`src/rtl/gs_cfg_pager.sv`:
```
`default_nettype none
// ============================================================================
//  Module   : gs_cfg_pager
//  Purpose  : NewGS glue between the Z80 bus, ROM/RAM and the ACEX1K FPGA.
//             - Memory paging: ROM page 0 at 0000-3FFF, RAM page 0 at
//               4000-7FFF, and a paged 32K ROM/RAM window at 8000-FFFF.
//             - FPGA configuration sequencer with timeouts and error status.
//             - Hands the memory/CS pins over to the FPGA once configured,
//               and issues a counted warm-reset pulse at each handover.
//  Ports    : clkin, coldres_n        clock / synchronous active-low reset
//             a15,a14,a7,a6           Z80 address bits
//             iorq_n,mreq_n,rd_n,wr_n Z80 strobes
//             din / dout, dout_oe     Z80 data in / read data + drive enable
//             mema, romcs_n, ramcs0_n, memoe_n, memwe_n, fpga_cs
//                                     memory and FPGA select outputs
//             bus_en                  1 = this block owns the memory pins
//             config_n, status_n, conf_done, init_done  FPGA config pins
//             warmres_n               warm reset output, active low
//  Revision : 1.0  initial release
// ============================================================================
module gs_cfg_pager #(
    parameter int PAGE_BITS   = 3,
    parameter int SYNC_STAGES = 2,
    parameter int CFG_LOW_CYC = 8,
    parameter int TMO_W       = 16,
    parameter int RST_W       = 4
) (
    input  logic                 clkin,
    input  logic                 coldres_n,
    input  logic                 a15,
    input  logic                 a14,
    input  logic                 a7,
    input  logic                 a6,
    input  logic                 iorq_n,
    input  logic                 mreq_n,
    input  logic                 rd_n,
    input  logic                 wr_n,
    input  logic [7:0]           din,
    output logic [7:0]           dout,
    output logic                 dout_oe,
    output logic [PAGE_BITS:0]   mema,
    output logic                 romcs_n,
    output logic                 ramcs0_n,
    output logic                 memoe_n,
    output logic                 memwe_n,
    output logic                 fpga_cs,
    output logic                 bus_en,
    output logic                 config_n,
    input  logic                 status_n,
    input  logic                 conf_done,
    input  logic                 init_done,
    output logic                 warmres_n
);

    localparam int CNT_W = $clog2(CFG_LOW_CYC) + 1;

    localparam logic [2:0] c_st_cfg_low   = 3'd0;
    localparam logic [2:0] c_st_wait_st   = 3'd1;
    localparam logic [2:0] c_st_config    = 3'd2;
    localparam logic [2:0] c_st_wait_init = 3'd3;
    localparam logic [2:0] c_st_done      = 3'd4;
    localparam logic [2:0] c_st_error     = 3'd5;

    // Synchroniser bundle: {init_done, conf_done, status_n, wr_n, iorq_n}.
    // Reset values match the idle level of each pin.
    localparam logic [4:0] c_sync_rst = 5'b00111;

    // ------------------------------------------------------------------
    // Input synchronisers
    // ------------------------------------------------------------------
    logic [4:0] r_sync_q [SYNC_STAGES];
    logic [4:0] w_sync_d [SYNC_STAGES];

    always_comb begin
        w_sync_d[0] = {init_done, conf_done, status_n, wr_n, iorq_n};
        for (int i = 1; i < SYNC_STAGES; i++) begin
            w_sync_d[i] = r_sync_q[i-1];
        end
    end

    generate
        for (genvar gi = 0; gi < SYNC_STAGES; gi++) begin : g_sync
            always_ff @(posedge clkin) begin
                if (!coldres_n) begin
                    r_sync_q[gi] <= c_sync_rst;
                end else begin
                    r_sync_q[gi] <= w_sync_d[gi];
                end
            end
        end
    endgenerate

    logic w_iorq_s, w_wr_s, w_status_s, w_conf_s, w_init_s;
    assign w_iorq_s   = r_sync_q[SYNC_STAGES-1][0];
    assign w_wr_s     = r_sync_q[SYNC_STAGES-1][1];
    assign w_status_s = r_sync_q[SYNC_STAGES-1][2];
    assign w_conf_s   = r_sync_q[SYNC_STAGES-1][3];
    assign w_init_s   = r_sync_q[SYNC_STAGES-1][4];

    // ------------------------------------------------------------------
    // State registers
    // ------------------------------------------------------------------
    logic [PAGE_BITS-1:0] r_page_q,       w_page_d;
    logic                 r_ram_sel_q,    w_ram_sel_d;
    logic                 r_was_cold_n_q, w_was_cold_n_d;
    logic                 r_cfg_req_q,    w_cfg_req_d;
    logic [2:0]           r_state_q,      w_state_d;
    logic [CNT_W-1:0]     r_cnt_q,        w_cnt_d;
    logic [TMO_W-1:0]     r_tmo_q,        w_tmo_d;
    logic                 r_err_q,        w_err_d;
    logic                 r_bus_en_q,     w_bus_en_d;
    logic [RST_W-1:0]     r_rstcnt_q,     w_rstcnt_d;
    logic                 r_warmres_n_q,  w_warmres_n_d;
    logic [7:0]           r_dout_q,       w_dout_d;
    logic [7:0]           r_din_q,        w_din_d;
    logic [1:0]           r_a76_q,        w_a76_d;
    logic                 r_wstb_prev_q,  w_wstb_prev_d;

    // ------------------------------------------------------------------
    // Port write strobe: data and port bits are captured while the
    // synchronised strobe is low, and committed once on its rising edge.
    // ------------------------------------------------------------------
    logic w_wstb_s, w_wr_rise, w_wr01, w_wr10, w_force_cfg;

    assign w_wstb_s    = w_iorq_s | w_wr_s;
    assign w_wr_rise   = w_wstb_s & ~r_wstb_prev_q;
    assign w_wr01      = w_wr_rise & (r_a76_q == 2'b01);
    assign w_wr10      = w_wr_rise & (r_a76_q == 2'b10);
    assign w_force_cfg = w_wr10 & ~r_din_q[0];

    // ------------------------------------------------------------------
    // FSM: next-state logic
    // ------------------------------------------------------------------
    logic w_tmo_full, w_cnt_ok;

    assign w_tmo_full = (r_tmo_q == {TMO_W{1'b1}});
    assign w_cnt_ok   = (int'(r_cnt_q) >= CFG_LOW_CYC - 1);

    always_comb begin
        w_state_d = r_state_q;
        case (r_state_q)
            c_st_cfg_low: begin
                if (w_cnt_ok && r_cfg_req_q) w_state_d = c_st_wait_st;
            end
            // Progress is tested before the timeout so it wins a tie.
            c_st_wait_st: begin
                if (w_status_s)      w_state_d = c_st_config;
                else if (w_tmo_full) w_state_d = c_st_error;
            end
            c_st_config: begin
                if (!w_status_s)     w_state_d = c_st_error;
                else if (w_conf_s)   w_state_d = c_st_wait_init;
                else if (w_tmo_full) w_state_d = c_st_error;
            end
            c_st_wait_init: begin
                if (w_init_s)        w_state_d = c_st_done;
                else if (w_tmo_full) w_state_d = c_st_error;
            end
            c_st_done, c_st_error: begin
                w_state_d = r_state_q;
            end
            default: begin
                w_state_d = c_st_cfg_low;
            end
        endcase
        // A control write with d0=0 restarts configuration from anywhere.
        if (w_force_cfg) w_state_d = c_st_cfg_low;
    end

    // ------------------------------------------------------------------
    // FSM: outputs
    // ------------------------------------------------------------------
    logic w_config_n;

    always_comb begin
        w_config_n = (r_state_q != c_st_cfg_low);
        // Registered so the pins are released in the same cycle DONE begins.
        w_bus_en_d = (w_state_d != c_st_done);
    end

    // ------------------------------------------------------------------
    // Datapath / counters next-state
    // ------------------------------------------------------------------
    logic w_enter_cfg, w_enter_done, w_timed_state;

    assign w_enter_cfg   = w_force_cfg ||
                           ((w_state_d == c_st_cfg_low) && (r_state_q != c_st_cfg_low));
    assign w_enter_done  = (w_state_d == c_st_done) && (r_state_q != c_st_done);
    assign w_timed_state = (r_state_q == c_st_wait_st) || (r_state_q == c_st_config) ||
                           (r_state_q == c_st_wait_init);

    always_comb begin
        w_page_d       = r_page_q;
        w_ram_sel_d    = r_ram_sel_q;
        w_was_cold_n_d = r_was_cold_n_q;
        w_cfg_req_d    = r_cfg_req_q;
        w_din_d        = r_din_q;
        w_a76_d        = r_a76_q;
        w_wstb_prev_d  = w_wstb_s;

        if (!w_wstb_s) begin
            w_din_d = din;
            w_a76_d = {a7, a6};
        end

        if (w_wr01) begin
            w_ram_sel_d = r_din_q[7];
            w_page_d    = r_din_q[PAGE_BITS-1:0];
        end
        if (w_wr10) begin
            w_was_cold_n_d = r_was_cold_n_q | r_din_q[7];
            w_cfg_req_d    = r_din_q[0];
        end

        // config_n low time is measured from each entry into CFG_LOW.
        if (w_enter_cfg) begin
            w_cnt_d = '0;
        end else if ((r_state_q == c_st_cfg_low) && (r_cnt_q != {CNT_W{1'b1}})) begin
            w_cnt_d = r_cnt_q + 1'b1;
        end else begin
            w_cnt_d = r_cnt_q;
        end

        if ((w_state_d != r_state_q) || w_force_cfg || !w_timed_state) begin
            w_tmo_d = '0;
        end else begin
            w_tmo_d = r_tmo_q + 1'b1;
        end

        if (w_enter_cfg) begin
            w_err_d = 1'b0;
        end else if (w_state_d == c_st_error) begin
            w_err_d = 1'b1;
        end else begin
            w_err_d = r_err_q;
        end

        // Warm reset: reload on DONE entry, otherwise count down to zero.
        // The output is forced low in the entry cycle so the pulse spans
        // exactly 2**RST_W cycles, the same as after a cold reset.
        if (w_enter_done) begin
            w_rstcnt_d = {RST_W{1'b1}};
        end else if (r_rstcnt_q != '0) begin
            w_rstcnt_d = r_rstcnt_q - 1'b1;
        end else begin
            w_rstcnt_d = r_rstcnt_q;
        end
        w_warmres_n_d = (r_rstcnt_q == '0) && !w_enter_done;

        case ({a7, a6})
            2'b01:   w_dout_d = {r_was_cold_n_q, 7'b0};
            2'b10:   w_dout_d = {w_status_s, r_err_q, r_state_q, 2'b00, w_conf_s};
            default: w_dout_d = 8'h00;
        endcase
    end

    // ------------------------------------------------------------------
    // FSM state register and remaining flops
    // ------------------------------------------------------------------
    always_ff @(posedge clkin) begin
        if (!coldres_n) begin
            r_state_q <= c_st_cfg_low;
        end else begin
            r_state_q <= w_state_d;
        end
    end

    always_ff @(posedge clkin) begin
        if (!coldres_n) begin
            r_page_q       <= '0;
            r_ram_sel_q    <= 1'b0;
            r_was_cold_n_q <= 1'b0;
            r_cfg_req_q    <= 1'b0;
            r_cnt_q        <= '0;
            r_tmo_q        <= '0;
            r_err_q        <= 1'b0;
            r_bus_en_q     <= 1'b1;
            r_rstcnt_q     <= {RST_W{1'b1}};
            r_warmres_n_q  <= 1'b0;
            r_dout_q       <= 8'h00;
            r_din_q        <= 8'h00;
            r_a76_q        <= 2'b00;
            r_wstb_prev_q  <= 1'b1;
        end else begin
            r_page_q       <= w_page_d;
            r_ram_sel_q    <= w_ram_sel_d;
            r_was_cold_n_q <= w_was_cold_n_d;
            r_cfg_req_q    <= w_cfg_req_d;
            r_cnt_q        <= w_cnt_d;
            r_tmo_q        <= w_tmo_d;
            r_err_q        <= w_err_d;
            r_bus_en_q     <= w_bus_en_d;
            r_rstcnt_q     <= w_rstcnt_d;
            r_warmres_n_q  <= w_warmres_n_d;
            r_dout_q       <= w_dout_d;
            r_din_q        <= w_din_d;
            r_a76_q        <= w_a76_d;
            r_wstb_prev_q  <= w_wstb_prev_d;
        end
    end

    // ------------------------------------------------------------------
    // Memory decode
    // ------------------------------------------------------------------
    logic [PAGE_BITS:0] w_mema;
    logic               w_romcs_n, w_ramcs0_n;

    always_comb begin
        w_mema     = '0;
        w_romcs_n  = 1'b1;
        w_ramcs0_n = 1'b1;
        case ({a15, a14})
            2'b00: begin
                w_romcs_n = 1'b0;
            end
            2'b01: begin
                w_ramcs0_n = 1'b0;
            end
            default: begin
                w_mema     = {r_page_q, a14};
                w_romcs_n  = r_ram_sel_q;
                w_ramcs0_n = ~r_ram_sel_q;
            end
        endcase
    end

    // With the bus handed over, drive the idle levels behind the tri-state.
    assign mema      = r_bus_en_q ? w_mema : '0;
    assign romcs_n   = r_bus_en_q ? w_romcs_n : 1'b1;
    assign ramcs0_n  = r_bus_en_q ? w_ramcs0_n : 1'b1;
    assign memoe_n   = r_bus_en_q ? (mreq_n | rd_n) : 1'b1;
    assign memwe_n   = r_bus_en_q ? (mreq_n | wr_n) : 1'b1;
    assign fpga_cs   = r_bus_en_q & a7 & a6;
    assign bus_en    = r_bus_en_q;
    assign config_n  = w_config_n;
    assign warmres_n = r_warmres_n_q;
    assign dout      = r_dout_q;
    assign dout_oe   = ~iorq_n & ~rd_n & (a7 ^ a6);

    // Read data is refreshed every cycle from the raw address, so rd_n only
    // feeds dout_oe; only some captured data bits are consumed by commits.
    logic w_unused;
    assign w_unused = ^{r_din_q, rd_n};

endmodule
`default_nettype wire

```
`config.mk`:
```
export PLATFORM = sky130hd
export DESIGN_NAME = gs_cfg_pager
export DESIGN_NICKNAME = d
export VERILOG_FILES = /design/src/rtl/gs_cfg_pager.sv
export SDC_FILE = /design/constraint.sdc
export NUM_CORES = 1
export LEC_CHECK = 0
export ABC_AREA = 1
export BUFFER_PORTS_ARGS = -buffer_cell sky130_fd_sc_hd__buf_2
export CORE_UTILIZATION = 30
export CTS_CLUSTER_DIAMETER = 100
export DETAILED_ROUTE_END_ITERATION = 10
export HOLD_SLACK_MARGIN = 0.06
export PLACE_DENSITY_LB_ADDON = 0.15
export SLEW_MARGIN = 10
export SYNTH_ARGS = -nofsm -noshare
export SYNTH_HDL_FRONTEND = slang
export SYNTH_SLANG_ARGS = --single-unit
export TNS_END_PERCENT = 5
```
`constraint.sdc`:
```
create_clock -name clkin -period 5.7 [get_ports clkin]
set_clock_uncertainty 0.1 [all_clocks]
set_input_delay 0.285 -clock clkin [delete_from_list [all_inputs] [get_ports clkin]]
set_output_delay 0.285 -clock clkin [all_outputs]
set_load 0.005 [all_outputs]
```
Word-level counts from Yosys, hierarchy flattened
Memories as Yosys holds them, arrays and structs flattened. Index checks and enable logic that the tools add are counted.

Register bits: 55. Memory bits (writable): 10. Bits of input ports: 21. Output and inout port bits: 21. Word-level logic and storage cells: 102. Memories kept: 1.

Memory list: r_sync_q (depth 2, width 5, read ports 2, clocked after Yosys merged registers in 0, wr ports 2, RTL line 71) `logic [4:0] r_sync_q [SYNC_STAGES];`.

Add/sub/neg operators: 3. Order comparisons: 1. Equal/unequal tests: 17. Multiplexer cells: 21. Bitwise gates (word level): 21. Reductions and logical operators: 23.

Operators with widths (number): $mux 3 (7); $add 16x1->16 const B (1); $eq 16x16->1 const B (1); $pmux 8 s2 (1); $pmux 3 s5 (1); $eq 3x3->1 const B (4); $mux 5 (2); $reduce_or 2->1 (5); $and 1x1->1 (8); $mux 4 (2); $eq 2x1->1 const B (3); $eq 3x2->1 const B (2); $logic_not 3->1 (2); $mux 1 (6); $ne 3x3->1 const B (2); $not 1->1 (6); $or 1x1->1 (6); $logic_and 1x1->1 (5); $logic_or 1x1->1 (5); $add 4x1->4 const B (1); $eq 2x2->1 const B (2); $ge 4x3->1 const B (1); $logic_not 4->1 (1); $ne 4x4->1 const B (1); 9 further kinds (11).

Depth between registers and ports, before layout
Gate-level depths: netlist of the first run.

Word-level depth: 10. Gate-level depth with buffers: 14. Gate-level depth less buffers: 12.

Worst setup path before layout of the first run
Ideal clock, no wire load.

Kind: reg-to-reg. Start: register r_tmo_q[0]. End: register r_tmo_q[12]. Setup time: 124 ps. Data arrival time: 1621 ps. Required time: 5476 ps. Setup slack: 3855 ps. Cell stages (with the launch flop): 14. Buffers on the path: 1. Clock period less this slack: 1845 ps. Cell sequence: dfxtp_1 > ha_1 > nand2_1 > nor2_2 > nand2_1 > o21ai_0 > nand2_1 > nand2_2 > nand2_1 > nand2_1 > nand2_1 > nand2_4 > buf_12 > nor2_4.

Cells in the longest elaborated chain, start to end: 10. Elaborated cells on any way between the ends: 13. Classes of those cells: 1 x add/sub; 2 x eq/ne; 7 x mux; 3 x reduce/logical.

RTL lines: start, declared (RTL line 109) `logic [TMO_W-1:0] r_tmo_q, w_tmo_d;`; start signal, assigned (RTL line 290) `r_tmo_q <= w_tmo_d;`; $eq 16x16->1 (RTL line 136) `assign w_tmo_full = (r_tmo_q == {TMO_W{1'b1}});`; $mux 3 (RTL line 148, 153, 157); $mux 3 (RTL line 152) `else if (w_conf_s) w_state_d = c_st_wait_init;`; $mux 3 (RTL line 151) `if (!w_status_s) w_state_d = c_st_error;`; $pmux 3 s5 (RTL line 141) `case (r_state_q)`; $mux 3 (RTL line 167) `if (w_force_cfg) w_state_d = c_st_cfg_low;`; $ne 3x3->1 (RTL line 224) `if ((w_state_d != r_state_q) || w_force_cfg || !w_timed_state) begin`; $logic_or 1x1->1 (2 in a row) (RTL line 224); $reduce_or 2->1 (no source line).

Parallel ways exist; a longest one is shown, timed or not. A chain may end at the register's enable or synchronous reset.

Worst setup path in the final report of the first run
Start: register r_tmo_q[0]. End: register r_tmo_q[1].

The elaborated chain is that of the path after synthesis.

==> results of run 1 <==
==> area by class of cell <==
class | instances | area (um2)
flip-flops and latches | 59 | 1180
fillers | 883 | 5230
inverters | 40 | 150
well taps | 105 | 131
multi-input cells | 225 | 1260
clock inverters | 7 | 53.8
clock buffers | 9 | 124
repair buffers | 43 | 255
==> critical path: cells and delay by family (launching register included) <==
family	cells	cell delay, ps
simple gates	10	1170
flops	1	350
fa+ha+maj	1	190
compound gates	1	220
==> cells in the final DEF (no fill, tap or decap), types with 5 or more instances in the layout <==
| master | count |
|---|---|
| nand2_1 | 54 |
| nand2_2 | 6 |
| or2_2 | 8 |
| nor3_1 | 7 |
| a21oi_1 | 12 |
| nor2_1 | 45 |
| nand3_1 | 16 |
| nand4_1 | 7 |
| dfxtp_1 | 59 |
| dlygate4sd3_1 | 8 |
| o21ai_0 | 18 |
| xor2_1 | 9 |
| clkbuf_8 | 9 |
| xnor2_1 | 6 |
| ha_1 | 5 |
| nor2_4 | 11 |
| inv_1 | 37 |
| buf_2 | 35 |
==> where the power goes <==
group	total, W	switching [W]	internal (W)
clock network	0.000340	0.000181	0.000159
logic	0.0000386	0.0000192	0.0000194
registers	0.000425	0.00000462	0.000420
==> cells in the mapped netlist (2+ instances only) <==
cell      count
inv_1        37
nand2_1      54
nand3b_1      4
dfxtp_1      59
nand2_2       6
or2_2         8
ha_1          5
nor3_4        2
xnor2_1       6
nor3_1        7
nor2_2        4
xor2_1        9
a21oi_1      12
inv_2         3
o21ai_0      18
buf_4         2
nor2_1       45
nor2_4       11
clkbuf_1      4
nand3_1      16
nand4_1       7
nor4_1        2
==> path summary, 6_finish.rpt <==
path | slack, ps | to
max reg2reg | 3530 | r_tmo_q[1]$_SDFF_PP0_
min | 150 | r_din_q[0]$_SDFFE_PN0P_
max | 3530 | r_tmo_q[1]$_SDFF_PP0_
min reg2reg | 300 | r_sync_q[1][1]$_SDFF_PN1_
==> stage by stage <==
| stage | instances | cell area [um2] |
|---|---|---|
| floorplan | 333 | 2660 |
| global placement | 464 | 2900 |
| detailed placement | 464 | 2900 |
| CTS | 488 | 3160 |
| global route | 488 | 3160 |
| finish | 488 | 3160 |
==> cell families (layout without fill, tap and decap cells) <==
| family | Yosys count | in the layout |
|---|---|---|
| fa+ha+maj | 5 | 5 |
| other cells | 1 | 2 |
| xor+xnor | 15 | 15 |
| buf+inv | 49 | 99 |
| compound gates | 34 | 34 |
| flops | 59 | 59 |
| simple gates | 169 | 169 |
==> timing repair <==
action / 4_1_cts / 5_1_grt
hold buffers: 8 / 0
hold endpoints to repair: 8 / 0
setup buffers: 0 / 0
==> metal layers <==
metal  up-vias  global-route usage, %  part of all wire, %
li1       1144                      -                    -
met1       957                   16.8                   50
met2        35                   18.7                   44
met3        12                   3.55                  4.0
met4         0                   5.97                  2.0
met5         -                      0                    0
==> sequential cells by signal (all words and copies together), names as in the netlist <==
signal	flops
r_a76_q	2
r_page_q	3
r_wstb_prev_q	1
dout	6
r_err_q	1
r_rstcnt_q	4
r_state_q	3
r_was_cold_n_q	1
r_cnt_q	4
warmres_n	1
r_din_q	4
r_ram_sel_q	1
r_tmo_q	16
bus_en	1
r_cfg_req_q	1
r_sync_q	10
==> impl_metrics.csv, run 1 <==
group,metric,value,unit
setup_path,timing.rr.start,"r_tmo_q[0]$_SDFF_PP0_",
clock_tree,cts_sinks,59,
detailed_routing,first_pass_iters,4,
sta,rsz0062_at_grt,"false",
setup_path,crit_fanout,16,
detailed_routing,viasPerCell,4.40,
sta,drv_slew,0,
clock_tree,cts.clk_slew.worst_paths,70,ps
min_path,worstHoldStart,"din[0]",
synthesis,syn-instance-count,332,
sta,setup_tns,0,ps
global_route,antenna_found_initial,0,
sta,max_freq,462,MHz
sta,fin_crit,2170,ps
clock_tree,cts.repair.resized,0,
global_route,overflow,0,
global_route,grt_max_degree,26,
run,maxCapViolCount,0,
detailed_routing,wl,5150,um
global_route,grt_usage,12.6,%
setup_path,cp-start-kind,"flip-flop",
min_path,min_path_type,"input pin to flip-flop",
setup_path,cp.arrival,2280,ps
global_route,grt_pass1_wl,8810,um
sta,finalCritPeriodShare,38.0,%
setup_path,slowest_delay,350,ps
final_layout,nets,404,
floorplanning,die_y,96.1,um
sta,setup_ws,3530,ps
synthesis,synth_top_area_share,44.5,%
floorplanning,core,8380,um2
setup_path,cp_cell_sequence,"ha_1, nand2_1, nor2_2, nand2_1, o21ai_0, nand2_1, nand2_2, nand2_1, nand2_1, nand2_1, nand2_4, nor2_1",
synthesis,synth-xor-area-share,4.95,%
final_layout,drive_gt1_share,22.7,%
sta,hold_viol,0,
placed_design,portBuffers,35,
setup_path,critical_path.endpoint_type,"flip-flop",
floorplanning,io_pins,42,
synthesis,synth.distinct_cells,33,
clock_tree,clk_latency,340,ps
synthesis,synthArstFlopShare,0,%
synthesis,yosys_warnings,0,
clock_tree,h-tree-depth,3,
synthesis,synth_adder_area_share,2.36,%
setup_path,required,5820,ps
synthesis,ys_ff_latch,59,
synthesis,synth.area.top_cells,"dfxtp_1 44%, nand2_1 7.6%, nor2_1 6.4%",
synthesis,muxShareOfSynthArea,0,%
synthesis,synth_edf_count,0,
floorplanning,start_util,31.7,%
floorplanning,die_area,9230,um2
synthesis,synth-simple-area-share,33.2,%
placed_design,dpl.hpwl,3640,um
detailed_routing,drc_errors,0,
detailed_routing,wl_per_cell,10.5,um
power_and_ir_drop,power,0.000803,W
clock_tree,clockBufferDepth,2,
clock_tree,cts_buffers,9,
final_layout,area_growth,18.9,%
clock_tree,cts_tree,"yes",
sta,finalSetupViolations,0,
setup_path,cp_common_cell,"nand2_1",
placed_design,post-place-ws,3510,ps
setup_path,crit_type,"flip-flop to flip-flop",
clock_tree,ctsRootBufferMaster,"clkbuf_8",
floorplanning,rows,33,
global_route,grt_pass1_vias,1974,
power_and_ir_drop,p_leak,1.33,nW
detailed_routing,ant_nets,0,
min_path,timing.hold.worst_path_depth,3,
synthesis,ys_seq_area_share,44.5,%
detailed_routing,vias,2148,
detailed_routing,drtIter0Drc,70,
power_and_ir_drop,vdd_drop_max,0.000117,V
sta,hold_ws,149,ps
floorplanning,dieWidth,96.1,um
synthesis,synth_top_area_cell,"dfxtp_1",
synthesis,synthesis.area,2660,um2
setup_path,reg2reg_depth,12,
synthesis,synth_ff_type,"dfxtp_1",
synthesis,synth_top_family_by_area,"simple AND/OR/NAND/NOR gates",
outcome,status,"complete, no violations",
final_layout,antenna_cells,0,
setup_path,crit_slowest_cell,"dfxtp_1",
setup_path,crit_start,"r_tmo_q[0]$_SDFF_PP0_",
synthesis,syn_area_per_cell,8.00,um2
power_and_ir_drop,power.density,254,nW/um2
synthesis,synth-compound-area-share,6.74,%
final_layout,final_util,37.7,%
placed_design,place_congestion,0.763,
(Power assumes the default switching activity.)
==> run 2, diff against run 1 <==
Settings changed: ABC_AREA 1 to 0.
Clock period 5.7 ns to 2.1 ns, I/O delays scaled along.
==> run 2 against run 1 <==
Non-clock buffer count increased by 35. Clock power grew to 3.4 times the previous value. Die area down 3.7%. Via count grew 0.47%. Global-route usage is 1.4 points higher. Total power grew to 3.0 times the previous value. Sequential power rose to 2.7 times the previous value. Fmax rose by 8.2%. Register-to-register slack got worse by 3400 ps. Hold slack gained 160 ps. Sequential share of layout area fell by 3.0 points. Critical endpoint is now warmres_n$_SDFF_PN0_. Largest cell class unchanged.
==> impl_metrics.csv, run 2 <==
group,metric,value,unit
clock_tree,cts_setup_buffers,0,
synthesis,synth_top_area_share,46.3,%
clock_tree,cts_tree,"yes",
global_route,grt_pass1_vias,2090,
detailed_routing,ant_nets,0,
setup_path,cp-start-kind,"flip-flop",
placed_design,dpl.hpwl,3990,um
synthesis,ys_ff_latch,59,
global_route,grt_usage,14.0,%
setup_path,crit_start,"r_tmo_q[1]$_SDFF_PP0_",
clock_tree,clockBufferDepth,2,
detailed_routing,vias,2158,
setup_path,crit_slowest_cell,"o31a_1",
synthesis,yosysMostFrequentCell,"dfxtp_1",
final_layout,final_util,41.8,%
setup_path,cp.arrival,2130,ps
global_route,antenna_found_initial,0,
setup_path,critical_path.endpoint_type,"flip-flop",
final_layout,multi_input_area,1290,um2
setup_path,cp_cell_sequence,"ha_1, and3_1, nand3_2, o31a_1, a211oi_2, a31oi_4, and3_1",
power_and_ir_drop,vdd_drop_max,0.000332,V
final_layout,largest_reg_flops,16,
floorplanning,dieWidth,94.3,um
synthesis,synthArstFlopShare,0,%
sta,drv_slew,0,
detailed_routing,viasPerCell,4.61,
placed_design,place_congestion,0.760,
detailed_routing,drtIter0Drc,96,
setup_path,crit_type,"flip-flop to flip-flop",
floorplanning,die_area,8880,um2
global_route,grt_pass1_wl,9530,um
sta,hold_viol,0,
setup_path,cp_common_cell,"and3_1",
synthesis,synth_ff_type,"dfxtp_1",
synthesis,ys_seq_area_share,46.3,%
setup_path,crit_end,"warmres_n$_SDFF_PN0_",
setup_path,timing.rr.start,"r_tmo_q[1]$_SDFF_PP0_",
synthesis,syn-instance-count,278,
final_layout,nets,384,
min_path,min_path_type,"flip-flop to flip-flop",
synthesis,synthesis.area,2550,um2
global_route,overflow,0,
setup_path,crit_fanout,5,
sta,setup_tns,0,ps
detailed_routing,wl,5600,um
setup_path,slowest_delay,360,ps
floorplanning,rows,33,
synthesis,synth_edf_count,0,
sta,finalCritPeriodShare,95.3,%
final_layout,final_common_cell,"dfxtp_1",
sta,max_freq,499,MHz
power_and_ir_drop,power.density,714,nW/um2
clock_tree,cts.clk_slew.worst_paths,70,ps
placed_design,portBuffers,35,
power_and_ir_drop,p_leak,1.42,nW
outcome,status,"complete, no violations",
clock_tree,cts_sinks,59,
sta,fin_crit,2000,ps
final_layout,seqCellArea,1180,um2
detailed_routing,first_pass_iters,4,
clock_tree,clk_latency,340,ps
sta,finalSetupViolations,0,
synthesis,synth.area.top_cells,"dfxtp_1 46%, nand2_1 3.7%, nor2_1 3.5%",
clock_tree,ctsRootBufferMaster,"clkbuf_8",
synthesis,synth_top_area_cell,"dfxtp_1",
synthesis,ys_top_cells_by_count,"59 x dfxtp_1, 25 x nand2_1, 24 x nor2_1",
final_layout,area_growth,34.3,%
synthesis,synth.distinct_cells,46,
floorplanning,die_y,94.3,um
final_layout,top_register,"r_tmo_q",
floorplanning,core,8220,um2
setup_path,r2r_setup_slack,100,ps
detailed_routing,wl_per_cell,12.0,um
setup_path,reg2reg_depth,7,
clock_tree,h-tree-depth,3,
setup_path,required,2230,ps
setup_path,r2r_end,"warmres_n$_SDFF_PN0_",
run,maxCapViolCount,0,
final_layout,fillCellCount,827,
synthesis,yosys_warnings,0,
final_layout,most-common-layout-cells,"59 x dfxtp_1, 35 x buf_2, 26 x buf_4",
final_layout,drive_gt1_share,26.2,%
final_layout,antenna_cells,0,
global_route,grt_max_degree,17,
synthesis,syn_area_per_cell,9.19,um2
sta,rsz0062_at_grt,"false",
floorplanning,io_pins,42,
detailed_routing,drc_errors,0,
floorplanning,start_util,31.1,%
clock_tree,cts_buffers,9,
[run 2: worst max-delay path: cells and delay by family (launching register included)]
| family | cells | cell delay (ps) |
|---|---|---|
| AO/OA/AOI/OAI | 3 | 750 |
| adder cells (fa/ha/maj) | 1 | 190 |
| flip-flops | 1 | 350 |
| AND/OR/NAND/NOR | 3 | 520 |
[run 2: stage by stage]
step / std cells / instance area [um2] / power [W] / hold WS, ps / setup slack [ps]
6_report: 468 / 3430 / 0.00245 / 311 / 98.0
5_1_grt: 468 / 3430 / 0.00256 / 334 / 1.40
4_1_cts: 468 / 3420 / 0.00249 / 316 / 17.3
3_5_place_dp: 437 / 3040 / 0.00128 / 194 / 48.9
3_3_place_gp: 437 / 3040 / 0.00128 / 187 / 43.2
2_1_floorplan: 279 / 2560 / 0.00123 / 78.0 / 76.3
[run 2: cell families after synthesis]
| logic type | share of synthesized area [%] |
|---|---|
| AO/OA/AOI/OAI | 11.3 |
| XOR/XNOR | 5.49 |
| adder cells (fa/ha/maj) | 2.45 |
| multiplexers | 2.01 |
| other | 0.147 |
| buffers and inverters | 4.07 |
| flip-flops | 46.3 |
| AND/OR/NAND/NOR | 28.3 |
[run 2: report_power, final]
part | internal (W) | total, W | switching (W)
logic | 0.0000671 | 0.000121 | 0.0000536
registers | 0.00114 | 0.00115 | 0.0000138
clock network | 0.000707 | 0.00117 | 0.000467
total | 0.00191 | 0.00245 | 0.000535
[run 2: worst min path at each step]
stage / endpoint / slack (ps) / depth (start not counted) / start
5_1_grt: r_sync_q[1][1]$_SDFF_PN1_ / 330 / 1 / r_sync_q[0][1]$_SDFF_PN1_
2_1_floorplan: r_sync_q[1][0]$_SDFF_PN1_ / 80 / 1 / coldres_n
3_3_place_gp: r_sync_q[0][2]$_SDFF_PN1_ / 190 / 2 / status_n
6_report: r_sync_q[1][2]$_SDFF_PN1_ / 310 / 1 / r_sync_q[0][2]$_SDFF_PN1_
4_1_cts: r_sync_q[1][2]$_SDFF_PN1_ / 320 / 1 / r_sync_q[0][2]$_SDFF_PN1_
3_5_place_dp: r_sync_q[0][2]$_SDFF_PN1_ / 190 / 2 / status_n
[run 2: layout make-up]
class | count | area share (%)
Clock buffer | 11 | 4.12
Tap cell | 105 | 3.83
Timing Repair Buffer | 78 | 16.3
Clock inverter | 5 | 2.48
Multi-Input combinational cell | 198 | 37.5
Sequential cell | 59 | 34.4
Inverter | 12 | 1.31
[run 2: metal layers]
metal / vias up / track usage (%) / wire, um
met2: 46 / 23.3 / 2610
li1: 1129 / - / -
met1: 978 / 17.0 / 2710
met5: - / 0 / 0
met4: 0 / 3.97 / 55
met3: 5 / 4.69 / 231
[run 2: timing repair]
item | 4_1_cts | 5_1_grt
hold endpoints to repair | 15 | 0
setup endpoints to repair | 0 | 19
hold buffers | 15 | 0
resized for setup | 0 | 2
==> run 3, diff against run 2 <==
Settings changed: CELL_PAD_IN_SITES_DETAIL_PLACEMENT set to 1, CELL_PAD_IN_SITES_GLOBAL_PLACEMENT set to 2, MAX_ROUTING_LAYER set to met4.
==> run 3 against run 2 <==
Critical path depth stayed put. First-iteration DRC count is 50% lower. Hold slack improved by 3.4 ps. Critical path type unchanged. Worst setup slack better by 44 ps. Largest power group unchanged.
==> impl_metrics.csv, run 3 (synthesis results as in run 2) <==
group,metric,value,unit
setup_path,crit_slowest_cell,"dfxtp_1",
placed_design,post-place-ws,17.8,ps
power_and_ir_drop,clockPowerShare,50.4,%
detailed_routing,drc_errors,0,
setup_path,cp.arrival,2090,ps
run,maxCapViolCount,0,
min_path,min_path_type,"flip-flop to flip-flop",
power_and_ir_drop,pwr-share-seq,45.0,%
placed_design,dpl.hpwl,4610,um
power_and_ir_drop,power.density,735,nW/um2
detailed_routing,wl,6400,um
setup_path,required,2230,ps
global_route,grt_pass1_wl,10900,um
power_and_ir_drop,p_leak,1.45,nW
power_and_ir_drop,pwr-share-comb,4.6,%
floorplanning,dieWidth,94.3,um
detailed_routing,wl_per_cell,13.7,um
final_layout,fillCellCount,968,
setup_path,cp_top_family,"compound AO/OA/AOI/OAI gates",
placed_design,place_inst,437,
setup_path,cp_cell_sequence,"nand2b_2, o32a_2, inv_1, a211oi_2, buf_4, a211oi_1, o31a_1",
power_and_ir_drop,intPower,0.00200,W
final_layout,antenna_cells,0,
placed_design,place_congestion,0.767,
global_route,overflow,0,
sta,drv_slew,0,
clock_tree,ctsRootBufferMaster,"clkbuf_8",
final_layout,final_cells,468,
floorplanning,die_area,8880,um2
sta,max_freq,511,MHz
final_layout,largest_reg_flops,16,
floorplanning,core,8220,um2
clock_tree,cts_setup_buffers,0,
setup_path,critPathBufInv,2,
clock_tree,cts.clk_slew.worst_paths,70,ps
sta,hold_ws,314,ps
power_and_ir_drop,power,0.00257,W
sta,setup_ws,142,ps
sta,rsz0062_at_grt,"false",
power_and_ir_drop,vdd_drop_max,0.000325,V
detailed_routing,first_pass_iters,4,
placed_design,portBuffers,35,
floorplanning,die_y,94.3,um
setup_path,cp-start-kind,"flip-flop",
final_layout,area_growth,36.9,%
global_route,grt_max_degree,17,
clock_tree,clk_latency,350,ps
setup_path,slowest_delay,460,ps
clock_tree,h-tree-depth,3,
global_route,antenna_found_initial,0,
final_layout,most-common-layout-cells,"57 x dfxtp_1, 35 x buf_2, 27 x buf_4",
power_and_ir_drop,switching_share,22.2,%
sta,hold_viol,0,
final_layout,drive_gt1_share,29.2,%
global_route,grt_pass1_vias,2277,
sta,finalCritPeriodShare,93.2,%
clock_tree,clockBufferDepth,2,
final_layout,final_common_cell,"dfxtp_1",
detailed_routing,ant_nets,0,
sta,finalSetupViolations,0,
setup_path,crit_fanout,7,
floorplanning,rows,33,
final_layout,top_register,"r_tmo_q",
sta,fin_crit,1960,ps
detailed_routing,vias,2248,
detailed_routing,viasPerCell,4.80,
setup_path,critical_path.endpoint_type,"flip-flop",
power_and_ir_drop,p_switching,0.000570,W
detailed_routing,drtIter0Drc,48,
setup_path,crit_type,"flip-flop to flip-flop",
sta,setup_tns,0,ps
global_route,grt_usage,16.6,%
outcome,status,"complete, no violations",
final_layout,nets,384,
floorplanning,io_pins,42,
clock_tree,cts_sinks,59,
clock_tree,cts_buffers,9,
clock_tree,cts_tree,"yes",
floorplanning,start_util,31.1,%
==> run 3: final timing paths <==
check	start	end	slack [ps]	depth (start not counted)
worst max register to register	r_state_q[2]$_SDFF_PN0_	r_err_q$_SDFFE_PP0N_	140	7
worst min-delay path	r_sync_q[0][2]$_SDFF_PN1_	r_sync_q[1][2]$_SDFF_PN1_	310	1
worst max-delay path	r_state_q[2]$_SDFF_PN0_	r_err_q$_SDFFE_PP0N_	140	7
worst min register to register	r_sync_q[0][2]$_SDFF_PN1_	r_sync_q[1][2]$_SDFF_PN1_	310	1
==> run 3: metal layers <==
| metal | wire length (um) | share of wire [%] | vias up | GRT usage (%) |
|---|---|---|---|---|
| met2 | 3010 | 47 | 40 | 25.8 |
| met1 | 3120 | 49 | 1073 | 20.3 |
| met4 | 76 | 1.2 | 0 | 6.92 |
| met3 | 197 | 3.1 | 7 | 4.13 |
| li1 | - | - | 1128 | - |
| met5 | 0 | 0 | - | - |
==> run 3: worst reg2reg max path: cells and delay by family, from the launching register on <==
family          cells  cell delay, ps
compound gates      4             810
simple gates        1             240
flops               1             460
buf+inv             2             240
==> run 3: what timing repair did <==
item                                    in CTS  in global routing
pin swaps                                    0                  3
resized for setup                            1                 15
hold endpoints to repair                    16                  0
hold buffers                                15                  0
endpoints found under the setup margin       1                 22
==> run 3: cell type report <==
type	instances	area [um2]	area share (%)
tap	105	131	3.76
clock buffer	9	124	3.54
clock inverter	7	124	3.54
sequential	59	1180	33.8
multi-input combinational	198	1340	38.4
timing repair buffer	78	548	15.7
inverter	12	45.0	1.29
==> run 3: through the flow <==
stage          utilization (%)  instance area (um2)
2_1_floorplan                -                 2560
3_3_place_gp              36.9                 3030
3_5_place_dp              36.9                 3030
4_1_cts                   41.8                 3430
5_1_grt                   42.6                 3500
6_report                  42.6                 3500
==> run 3: power by group through the flow <==
stage                logic, W  registers (W)  clock network [W]
CTS                  0.000119        0.00115            0.00134
finish               0.000119        0.00116            0.00130
global route         0.000136        0.00116            0.00139
detailed placement  0.0000976        0.00118                  0
global placement    0.0000962        0.00118                  0
floorplan           0.0000536        0.00118                  0
